[src/rtl/key_schedule_gen_pkg.sv]
// -----------------------------------------------------------------------------
// key_schedule_gen_pkg
// Shared definitions for the DES key schedule generator:
//   - width constants (KEY_W, SUBKEY_W, HALF_W, CD_W, NUM_ROUNDS)
//   - FSM state type
//   - PC-1 (56 entries) and PC-2 (48 entries) tables, in standard DES 1-based
//     bit numbering, where DES bit 1 is the MSB of the vector
//   - 16-entry left-rotation schedule
//   - helpers for PC-1 and for the 28-bit circular rotation
// -----------------------------------------------------------------------------
package key_schedule_gen_pkg;

    localparam int KEY_W      = 64;
    localparam int SUBKEY_W   = 48;
    localparam int HALF_W     = 28;
    localparam int CD_W       = 2 * HALF_W;
    localparam int NUM_ROUNDS = 16;

    typedef enum logic [1:0] {
        IDLE = 2'd0,
        GEN  = 2'd1,
        DONE = 2'd2
    } ks_state_t;

    // Entry j holds the DES key bit number that becomes C||D bit j+1.
    localparam int PC1_TABLE [CD_W] = '{
        57, 49, 41, 33, 25, 17,  9,
         1, 58, 50, 42, 34, 26, 18,
        10,  2, 59, 51, 43, 35, 27,
        19, 11,  3, 60, 52, 44, 36,
        63, 55, 47, 39, 31, 23, 15,
         7, 62, 54, 46, 38, 30, 22,
        14,  6, 61, 53, 45, 37, 29,
        21, 13,  5, 28, 20, 12,  4
    };

    // Entry j holds the C||D bit number that becomes subkey bit j+1.
    localparam int PC2_TABLE [SUBKEY_W] = '{
        14, 17, 11, 24,  1,  5,
         3, 28, 15,  6, 21, 10,
        23, 19, 12,  4, 26,  8,
        16,  7, 27, 20, 13,  2,
        41, 52, 31, 37, 47, 55,
        30, 40, 51, 45, 33, 48,
        44, 49, 39, 56, 34, 53,
        46, 42, 50, 36, 29, 32
    };

    // Left rotation per round; the sum over all rounds is 28, so C and D
    // return to their PC-1 values after round 16.
    localparam logic [1:0] SHIFT_TABLE [NUM_ROUNDS] = '{
        2'd1, 2'd1, 2'd2, 2'd2, 2'd2, 2'd2, 2'd2, 2'd2,
        2'd1, 2'd2, 2'd2, 2'd2, 2'd2, 2'd2, 2'd2, 2'd1
    };

    // DES bit n of the key lives at key[KEY_W-n]; C||D bit n at cd[CD_W-n].
    function automatic logic [CD_W-1:0] pc1_permute(input logic [KEY_W-1:0] key);
        logic [CD_W-1:0] cd;
        cd = '0;
        for (int j = 0; j < CD_W; j++) begin
            cd[6'(CD_W - 1 - j)] = key[6'(KEY_W - PC1_TABLE[j])];
        end
        return cd;
    endfunction

    // DES "left shift" moves bit 1 (the MSB here) around to the LSB end.
    function automatic logic [HALF_W-1:0] rotl_half(input logic [HALF_W-1:0] v,
                                                    input logic [1:0]        amount);
        logic [HALF_W-1:0] r;
        if (amount == 2'd2) begin
            r = {v[HALF_W-3:0], v[HALF_W-1:HALF_W-2]};
        end else begin
            r = {v[HALF_W-2:0], v[HALF_W-1]};
        end
        return r;
    endfunction

endpackage

[src/rtl/key_schedule_gen_pc2_permutation.sv]
// -----------------------------------------------------------------------------
// pc2_permutation
// Purely combinational DES Permuted Choice 2.
// Ports:
//   cd_in      [55:0]  rotated C||D, C in bits 55:28 (DES bit 1 = bit 55)
//   subkey_out [47:0]  round subkey (DES subkey bit 1 = bit 47)
// -----------------------------------------------------------------------------
module pc2_permutation
    import key_schedule_gen_pkg::*;
(
    input  logic [CD_W-1:0]     cd_in,
    output logic [SUBKEY_W-1:0] subkey_out
);

    // PC-2 drops C||D bits 9, 18, 22, 25, 35, 38, 43 and 54 by definition.
    logic dropped_bits_unused;
    assign dropped_bits_unused = ^{cd_in[47], cd_in[38], cd_in[34], cd_in[31],
                                   cd_in[21], cd_in[18], cd_in[13], cd_in[2]};

    always_comb begin
        subkey_out = '0;
        for (int j = 0; j < SUBKEY_W; j++) begin
            subkey_out[6'(SUBKEY_W - 1 - j)] = cd_in[6'(CD_W - PC2_TABLE[j])];
        end
    end

endmodule

[src/rtl/key_schedule_gen.sv]
// -----------------------------------------------------------------------------
// key_schedule_gen
// Iterative DES key schedule: one round subkey per clock, 16 GEN cycles.
// Ports:
//   clk                    clock, rising edge
//   rst                    synchronous active-high reset
//   key_in        [63:0]   DES key, bit 63 = DES bit 1, parity bits ignored
//   key_valid              key_in presented for capture
//   decrypt                sampled with the key; 1 = present K16..K1
//   key_ready              a key can be accepted this cycle
//   subkey_0..subkey_15    [47:0] round subkeys, subkey_0 feeds round 1
//   subkeys_valid          all 16 subkeys are valid for the captured key
// -----------------------------------------------------------------------------
module key_schedule_gen
    import key_schedule_gen_pkg::*;
(
    input  logic                clk,
    input  logic                rst,
    input  logic [KEY_W-1:0]    key_in,
    input  logic                key_valid,
    input  logic                decrypt,
    output logic                key_ready,
    output logic [SUBKEY_W-1:0] subkey_0,
    output logic [SUBKEY_W-1:0] subkey_1,
    output logic [SUBKEY_W-1:0] subkey_2,
    output logic [SUBKEY_W-1:0] subkey_3,
    output logic [SUBKEY_W-1:0] subkey_4,
    output logic [SUBKEY_W-1:0] subkey_5,
    output logic [SUBKEY_W-1:0] subkey_6,
    output logic [SUBKEY_W-1:0] subkey_7,
    output logic [SUBKEY_W-1:0] subkey_8,
    output logic [SUBKEY_W-1:0] subkey_9,
    output logic [SUBKEY_W-1:0] subkey_10,
    output logic [SUBKEY_W-1:0] subkey_11,
    output logic [SUBKEY_W-1:0] subkey_12,
    output logic [SUBKEY_W-1:0] subkey_13,
    output logic [SUBKEY_W-1:0] subkey_14,
    output logic [SUBKEY_W-1:0] subkey_15,
    output logic                subkeys_valid
);

    ks_state_t            state;
    ks_state_t            next_state;
    logic                 load_key;
    logic                 gen_step;

    logic [3:0]           round_cnt;
    logic [HALF_W-1:0]    c_reg;
    logic [HALF_W-1:0]    d_reg;
    logic                 decrypt_latched;
    logic                 valid_reg;
    logic [SUBKEY_W-1:0]  subkey_reg [NUM_ROUNDS];

    logic [CD_W-1:0]      cd_loaded;
    logic [HALF_W-1:0]    c_rot;
    logic [HALF_W-1:0]    d_rot;
    logic [SUBKEY_W-1:0]  round_subkey;
    logic [SUBKEY_W-1:0]  subkey_sel [NUM_ROUNDS];

    // DES parity bits 8, 16, ..., 64 never reach PC-1.
    logic key_parity_unused;
    assign key_parity_unused = ^{key_in[56], key_in[48], key_in[40], key_in[32],
                                 key_in[24], key_in[16], key_in[8],  key_in[0]};

    always_ff @(posedge clk) begin
        if (rst) begin
            state <= IDLE;
        end else begin
            state <= next_state;
        end
    end

    // A key is accepted in IDLE and in DONE alike, so a new key in DONE goes
    // straight into GEN without passing through IDLE.
    always_comb begin
        next_state = state;
        key_ready  = 1'b0;
        load_key   = 1'b0;
        gen_step   = 1'b0;
        case (state)
            IDLE: begin
                key_ready = 1'b1;
                if (key_valid) begin
                    load_key   = 1'b1;
                    next_state = GEN;
                end
            end
            GEN: begin
                gen_step = 1'b1;
                if (round_cnt == 4'd15) begin
                    next_state = DONE;
                end
            end
            DONE: begin
                key_ready = 1'b1;
                if (key_valid) begin
                    load_key   = 1'b1;
                    next_state = GEN;
                end
            end
            default: begin
                next_state = IDLE;
            end
        endcase
    end

    always_comb begin
        cd_loaded = pc1_permute(key_in);
        c_rot     = rotl_half(c_reg, SHIFT_TABLE[round_cnt]);
        d_rot     = rotl_half(d_reg, SHIFT_TABLE[round_cnt]);
    end

    pc2_permutation u_pc2 (
        .cd_in      ({c_rot, d_rot}),
        .subkey_out (round_subkey)
    );

    // The counter wraps back to 0 after round 16, which is also where the next
    // load would put it.
    always_ff @(posedge clk) begin
        if (rst) begin
            round_cnt       <= '0;
            c_reg           <= '0;
            d_reg           <= '0;
            decrypt_latched <= 1'b0;
            for (int i = 0; i < NUM_ROUNDS; i++) begin
                subkey_reg[i] <= '0;
            end
        end else if (load_key) begin
            round_cnt       <= '0;
            c_reg           <= cd_loaded[CD_W-1:HALF_W];
            d_reg           <= cd_loaded[HALF_W-1:0];
            decrypt_latched <= decrypt;
        end else if (gen_step) begin
            round_cnt             <= round_cnt + 4'd1;
            c_reg                 <= c_rot;
            d_reg                 <= d_rot;
            subkey_reg[round_cnt] <= round_subkey;
        end
    end

    // Valid is registered one cycle behind entry into DONE, so it rises 17
    // edges after the accepting edge. It drops on the very edge that accepts a
    // new key.
    always_ff @(posedge clk) begin
        if (rst) begin
            valid_reg <= 1'b0;
        end else begin
            valid_reg <= (state == DONE) && !load_key;
        end
    end

    assign subkeys_valid = valid_reg;

    // Order is selected from the latched decrypt flag, so toggling the live
    // input while outputs are valid cannot disturb them.
    always_comb begin
        for (int i = 0; i < NUM_ROUNDS; i++) begin
            subkey_sel[i] = decrypt_latched ? subkey_reg[4'(NUM_ROUNDS - 1 - i)]
                                            : subkey_reg[i];
        end
    end

    assign subkey_0  = subkey_sel[0];
    assign subkey_1  = subkey_sel[1];
    assign subkey_2  = subkey_sel[2];
    assign subkey_3  = subkey_sel[3];
    assign subkey_4  = subkey_sel[4];
    assign subkey_5  = subkey_sel[5];
    assign subkey_6  = subkey_sel[6];
    assign subkey_7  = subkey_sel[7];
    assign subkey_8  = subkey_sel[8];
    assign subkey_9  = subkey_sel[9];
    assign subkey_10 = subkey_sel[10];
    assign subkey_11 = subkey_sel[11];
    assign subkey_12 = subkey_sel[12];
    assign subkey_13 = subkey_sel[13];
    assign subkey_14 = subkey_sel[14];
    assign subkey_15 = subkey_sel[15];

endmodule

[config.mk]
export PLATFORM = sky130hd
export DESIGN_NAME = key_schedule_gen
export DESIGN_NICKNAME = d
export VERILOG_FILES = /design/src/rtl/key_schedule_gen_pkg.sv /design/src/rtl/key_schedule_gen_pc2_permutation.sv /design/src/rtl/key_schedule_gen.sv
export SDC_FILE = /design/constraint.sdc
export NUM_CORES = 1
export LEC_CHECK = 0
export CORE_MARGIN = 4
export CORE_UTILIZATION = 40
export DETAILED_ROUTE_END_ITERATION = 10
export PLACE_DENSITY_LB_ADDON = 0.15
export SLEW_MARGIN = 30
export SYNTH_ARGS = -nofsm -noshare
export SYNTH_HDL_FRONTEND = slang
export SYNTH_HIERARCHICAL = 1
export SYNTH_SLANG_ARGS = --single-unit
[constraint.sdc]
create_clock -name clk -period 4.8 [get_ports clk]
set_input_delay 0.72 -clock clk [delete_from_list [all_inputs] [get_ports clk]]
set_output_delay 0.72 -clock clk [all_outputs]
set_load 0.02 [all_outputs]
Word level (Yosys, flattened, before mapping)
Memories as Yosys holds them, arrays and structs flattened.
Index checks and enable logic that the tools add are counted.
{"block": "word_totals", "word_cells": 66, "output_inout_bits": 770, "romBits": 32, "n_memories": 2, "ff_bits": 64, "ram_bits": 416}
{"block": "classes", "bitwise": 1, "add_sub_neg": 1, "muxes": 40, "magnitude_cmp": 1, "eq_ne": 6, "n_reduce_logical": 8}
{"memory": "subkey_reg", "words": 16, "width": 26, "rd": 16, "rd_ports_with_merged_regs": 0, "write_ports": 16, "line_no": "key_schedule_gen.sv:52", "rtl": "logic [SUBKEY_W-1:0] subkey_reg [NUM_ROUNDS];"}
{"memory": "(name not given)", "words": 16, "width": 2, "rd": 1, "rd_ports_with_merged_regs": 0, "write_ports": 0, "line_no": "key_schedule_gen.sv:110", "rtl": "d_rot = rotl_half(d_reg, SHIFT_TABLE[round_cnt]);"}
{"op": "two-way mux 48 bit", "count": 16}
{"op": "two-way mux 28 bit", "count": 4}
{"op": "two-way mux 26 bit", "count": 1}
{"op": "OR reduction 26 bit", "count": 1}
{"op": "two-way mux 4 bit", "count": 3}
{"op": "two-way mux 1 bit", "count": 11}
{"op": "two-way mux 2 bit", "count": 4}
{"op": "greater-or-equal comparator 5 bit (second input constant)", "count": 1}
{"op": "NOT 4 -> 5 bit", "count": 1}
{"op": "adder 4 x 1 -> 4 bit (second input constant)", "count": 1}
{"op": "== test 2 bit (second input constant)", "count": 2}
{"op": "== test 4 bit (second input constant)", "count": 1}
{"op": "one-hot mux 2 bit (2 select lines)", "count": 1}
{"op": "OR reduction 2 bit", "count": 2}
{"op": "== test 2 x 1 -> 1 bit (second input constant)", "count": 1}
{"op": "logical NOT 2 bit", "count": 1}
{"op": "inequality test 2 x 1 -> 1 bit (second input constant)", "count": 1}
{"op": "inequality test 2 bit (second input constant)", "count": 1}
{"op": "AND reduction 2 bit", "count": 1}
{"op": "nonzero test 2 bit", "count": 1}
{"op": "logical AND 1 bit", "count": 1}
{"op": "logical NOT 1 bit", "count": 1}

Logic depth before layout (Yosys ltp)
{"block": "depth", "depth_word": 8, "mapped_depth": 10, "ltp_nobuf": 6}

Hierarchy
Netlist, hierarchy kept.
{"module": "key_schedule_gen", "cells_each": 2924, "instances": 1, "seq_area_each_um2": 24343.3, "area_each_um2": 41034.4}
{"module": "pc2_permutation", "cells_each": 49, "instances": 1, "seq_area_each_um2": 0.0, "area_each_um2": 364.1}

Worst setup path before layout
OpenSTA, ideal clock, no wires.
{"block": "synth_path", "path_type": "input to register", "start": "input port rst", "end": "memory subkey_reg[2][0] (netlist name) (enable)", "t_required_ns": 4.280, "slack_ns": -0.273, "stages": 4, "arrival_time_ns": 4.553, "setup_ns": 0.520, "cell_sequence": "buf_2 clkinv_1 nand2_1 o21ai_0"}
{"element": "start, declared", "line_no": "key_schedule_gen.sv:18", "rtl": "input logic rst,"}
{"element": "end, declared", "line_no": "key_schedule_gen.sv:52"}

Worst setup path in the final report
{"block": "layout_path", "start": "register decrypt_latched", "end": "output port subkey_6[21]"}
{"block": "layout_via", "elab_chain_len": 1}
{"element": "start, declared", "line_no": "key_schedule_gen.sv:50", "rtl": "logic decrypt_latched;"}
{"element": "start signal, assigned", "line_no": "key_schedule_gen.sv:133", "rtl": "decrypt_latched <= decrypt;"}
{"element": "two-way mux 48 bit", "line_no": "key_schedule_gen.sv:159", "rtl": "subkey_sel[i] = decrypt_latched ? subkey_reg[4'(NUM_ROUNDS - 1 - i)]"}
{"element": "end, declared", "line_no": "key_schedule_gen.sv:29", "rtl": "output logic [SUBKEY_W-1:0] subkey_6,"}
Every way passes these cells.

==> results.json <==
{
  "coreArea_um2": 102000,
  "synthTopCellsByArea": "edfxtp_1, mux2_2, and2_1, dfxtp_1, clkbuf_1",
  "ys_seq_area_share_pct": 58.8,
  "grt_pass1_wl_mm": 193,
  "synth_fa_ha_area_share_pct": 0.181,
  "remaining_drc_errors": 0,
  "hold_buffers": 0,
  "drtIter0Drc": 1944,
  "yosysTopAreaCell": "edfxtp_1",
  "synth.avg_cell_area_um2": 13.9,
  "drive_above_1_share_pct": 28.3,
  "antenna_left": 0,
  "cp-end-kind": "output port",
  "fin_crit_ps": 3770,
  "grt_usage_pct": 24.7,
  "nNetsFinal": 3739,
  "cts.sinks": 832,
  "cp-start-kind": "flip-flop",
  "antenna_found_initial": 30,
  "post_cts_buffers": 0,
  "hold_path_class": "flip-flop to flip-flop",
  "clkPwrFrac_pct": 39.6,
  "rsz0062_at_grt": "false",
  "ys_types": 39,
  "synthCells": 2973,
  "synthSimpleGateAreaFrac_pct": 12.4,
  "viasPerCell": 5.16,
  "synth_top_family_by_area": "multiplexers",
  "io_buffers": 789,
  "dp_hpwl_mm": 94.3,
  "std_cell_rows": 117,
  "final_util_pct": 52.8,
  "place.gp.congestion": 0.786,
  "vias": 26400,
  "clkLatencyLatePin_ps": 670,
  "power.density_nw_per_um2": 340,
  "n_fill_cell": 8646,
  "wire_per_inst_um": 27.2,
  "routed_wl_mm": 139,
  "synth-seq-cells": 832,
  "post-route-period-util_pct": 78.6,
  "grt_max_degree": 122,
  "ios": 838,
  "synth_mux_area_share_pct": 22.7,
  "largest_reg_flops": 768,
  "holdWs_ps": 487,
  "maxSlewViolCount": 0,
  "fp.dieW_um": 330,
  "yosysTopAreaCellShare_pct": 55.7,
  "tightest_slew_ps": 871,
  "seqPwrFrac_pct": 45.2,
  "cts_made_buffers": 96,
  "ir_drop_v": 0.000290,
  "synth_area_um2": 41400,
  "hold_viol_final": 0,
  "area_growth_pct": 30.6,
  "fin_skew_ps": 26.6,
  "clk_pin_slew_worst_paths_ps": 60,
  "crit_arrival_ps": 3050,
  "dr.pass1.iters": 5,
  "clock_path_buffers": 3,
  "cts_max_level": 3,
  "cts-root-buf": "clkbuf_16",
  "synth_compound_area_share_pct": 2.27,
  "comb_power_share_pct": 15.2,
  "grt_pass1_vias": 26200,
  "switchingPower_w": 0.00467,
  "die_h_um": 330,
  "cp_max_fo": 58,
  "clock.fmax_mhz": 265,
  "worst_slew_margin_rel_pct": 41.9,
  "cts_tree": "yes",
  "yosys_warnings": 6,
  "initial_utilization_pct": 40.5,
  "grt_overflow": 0,
  "setup_viol": 0,
  "reg2reg_slack_ps": 1870,
  "power_leakage_nw": 20.0,
  "crit_type": "flip-flop to output port",
  "p_int_w": 0.0137,
  "pre_cts_slack_ps": 1230,
  "synth_xor_area_share_pct": 0.0212,
  "p_sw_share_pct": 25.4,
  "drv_cap": 0,
  "dieArea_um2": 109000,
  "setup_ws_ps": 1030,
  "status": "finished clean",
  "cp.required_ps": 4080,
  "cts_resized": 0
}
-- worst max-delay path, stage by stage, from the launching register on --
cell,delay [ps]
dfxtp_4,630
buf_12,340
buf_12,330
mux2_2,410
clkdlybuf4s50_1,550
-- metrics by stage --
stage               setup TNS (ps)  total power, W  cell area, µm²  std cells
detailed placement               0          0.0112           50900       4935
floorplan                  -204100         0.00993           41500       2994
global placement                 0          0.0112           50900       4935
CTS                              0          0.0185           54000       5109
finish                           0          0.0184           54000       5123
global route                     0          0.0189           54000       5109
-- layout by cell type, fill, tap and decap left out, types with 4 or more instances in the layout --
master and n:
o311a_1 18, diode_2 14, conb_1 22, o21ai_0 50
o31a_1 6, mux2i_1 32, a21oi_1 9, a22o_1 30
clkinv_1 25, clkbuf_16 98, nor2_1 11, inv_1 21
bufinv_16 11, clkbuf_1 21, nor2_4 16, a22oi_1 4
clkinv_2 15, nor2b_1 4, clkdlybuf4s50_1 789, nand2_1 24
mux2_2 807, and2_1 768, o21ai_4 16, buf_4 55
edfxtp_1 768, dfxtp_1 63, buf_12 26, ha_1 6
-- worst paths after layout --
| path | endpoint | depth (start not counted) | startpoint |
|---|---|---|---|
| max reg2reg | subkey_reg[7][3]$_SDFFCE_PN0P_ | 7 | round_cnt[0]$_SDFFE_PP0P_ |
| min reg2reg | d_reg[13]$_SDFFE_PP0P_ | 1 | d_reg[13]$_SDFFE_PP0P_ |
| max | subkey_6[21] | 4 | decrypt_latched$_SDFFE_PP0P_ |
| min | d_reg[13]$_SDFFE_PP0P_ | 1 | d_reg[13]$_SDFFE_PP0P_ |
-- final cells by class --
class / count / area, µm² / share of cell area (%)
Multi-Input combinational cell: 1842 / 16000 / 29.5
Sequential cell: 832 / 24300 / 45.0
Inverter: 23 / 86.3 / 0.160
Clock buffer: 120 / 2540 / 4.71
Clock inverter: 54 / 533 / 0.986
Antenna cell: 14 / 35.0 / 0.0648
Timing Repair Buffer: 870 / 8830 / 16.3
Tap cell: 1368 / 1710 / 3.17
-- power by group through the flow --
stage | registers, W | logic, W | clock network, W
2_1_floorplan | 0.00844 | 0.00149 | 0
3_3_place_gp | 0.00843 | 0.00277 | 0
3_5_place_dp | 0.00845 | 0.00277 | 0
4_1_cts | 0.00830 | 0.00279 | 0.00741
5_1_grt | 0.00833 | 0.00292 | 0.00771
6_report | 0.00830 | 0.00279 | 0.00729
-- routing by layer --
layer	share of wire [%]	track usage, %
met1	40	30.5
met2	49	42.1
met3	7.4	6.58
met4	3.6	8.35
met5	0.050	0
-- cells by family (layout without fill, tap and decap cells) --
logic type	Yosys count	after routing
multiplexers	839	839
AND/OR/NAND/NOR	837	837
adder cells (fa/ha/maj)	6	6
flip-flops	832	832
other	1	36
AO/OA/AOI/OAI	137	137
buffers and inverters	320	1067
XOR/XNOR	1	1
-- synthesized netlist by cell type --
library cell  number
a21oi_1            9
a22o_1            30
a22oi_1            4
and2_0             1
and2_1           768
and2b_1            1
buf_1              7
buf_2             60
buf_4             49
buf_6              5
clkbuf_1         176
clkinv_1           1
conb_1             1
dfxtp_1           64
edfxtp_1         768
ha_1               6
inv_1             21
inv_2              1
mux2_2           807
mux2i_1           32
nand2_1           24
nand2b_1           1
nand3_1            1
nand3_2            2
nand4_1            1
nor2_1            27
nor2b_1            5
nor3_1             2
nor3_2             1
nor3b_2            1
nor4_1             1
o211ai_1           1
o21ai_0           66
o2bb2ai_1          2
o311a_1           18
o31a_1             6
o31ai_2            1
or2_2              1
xor2_1             1
Power figures use the tool's default switching activity.
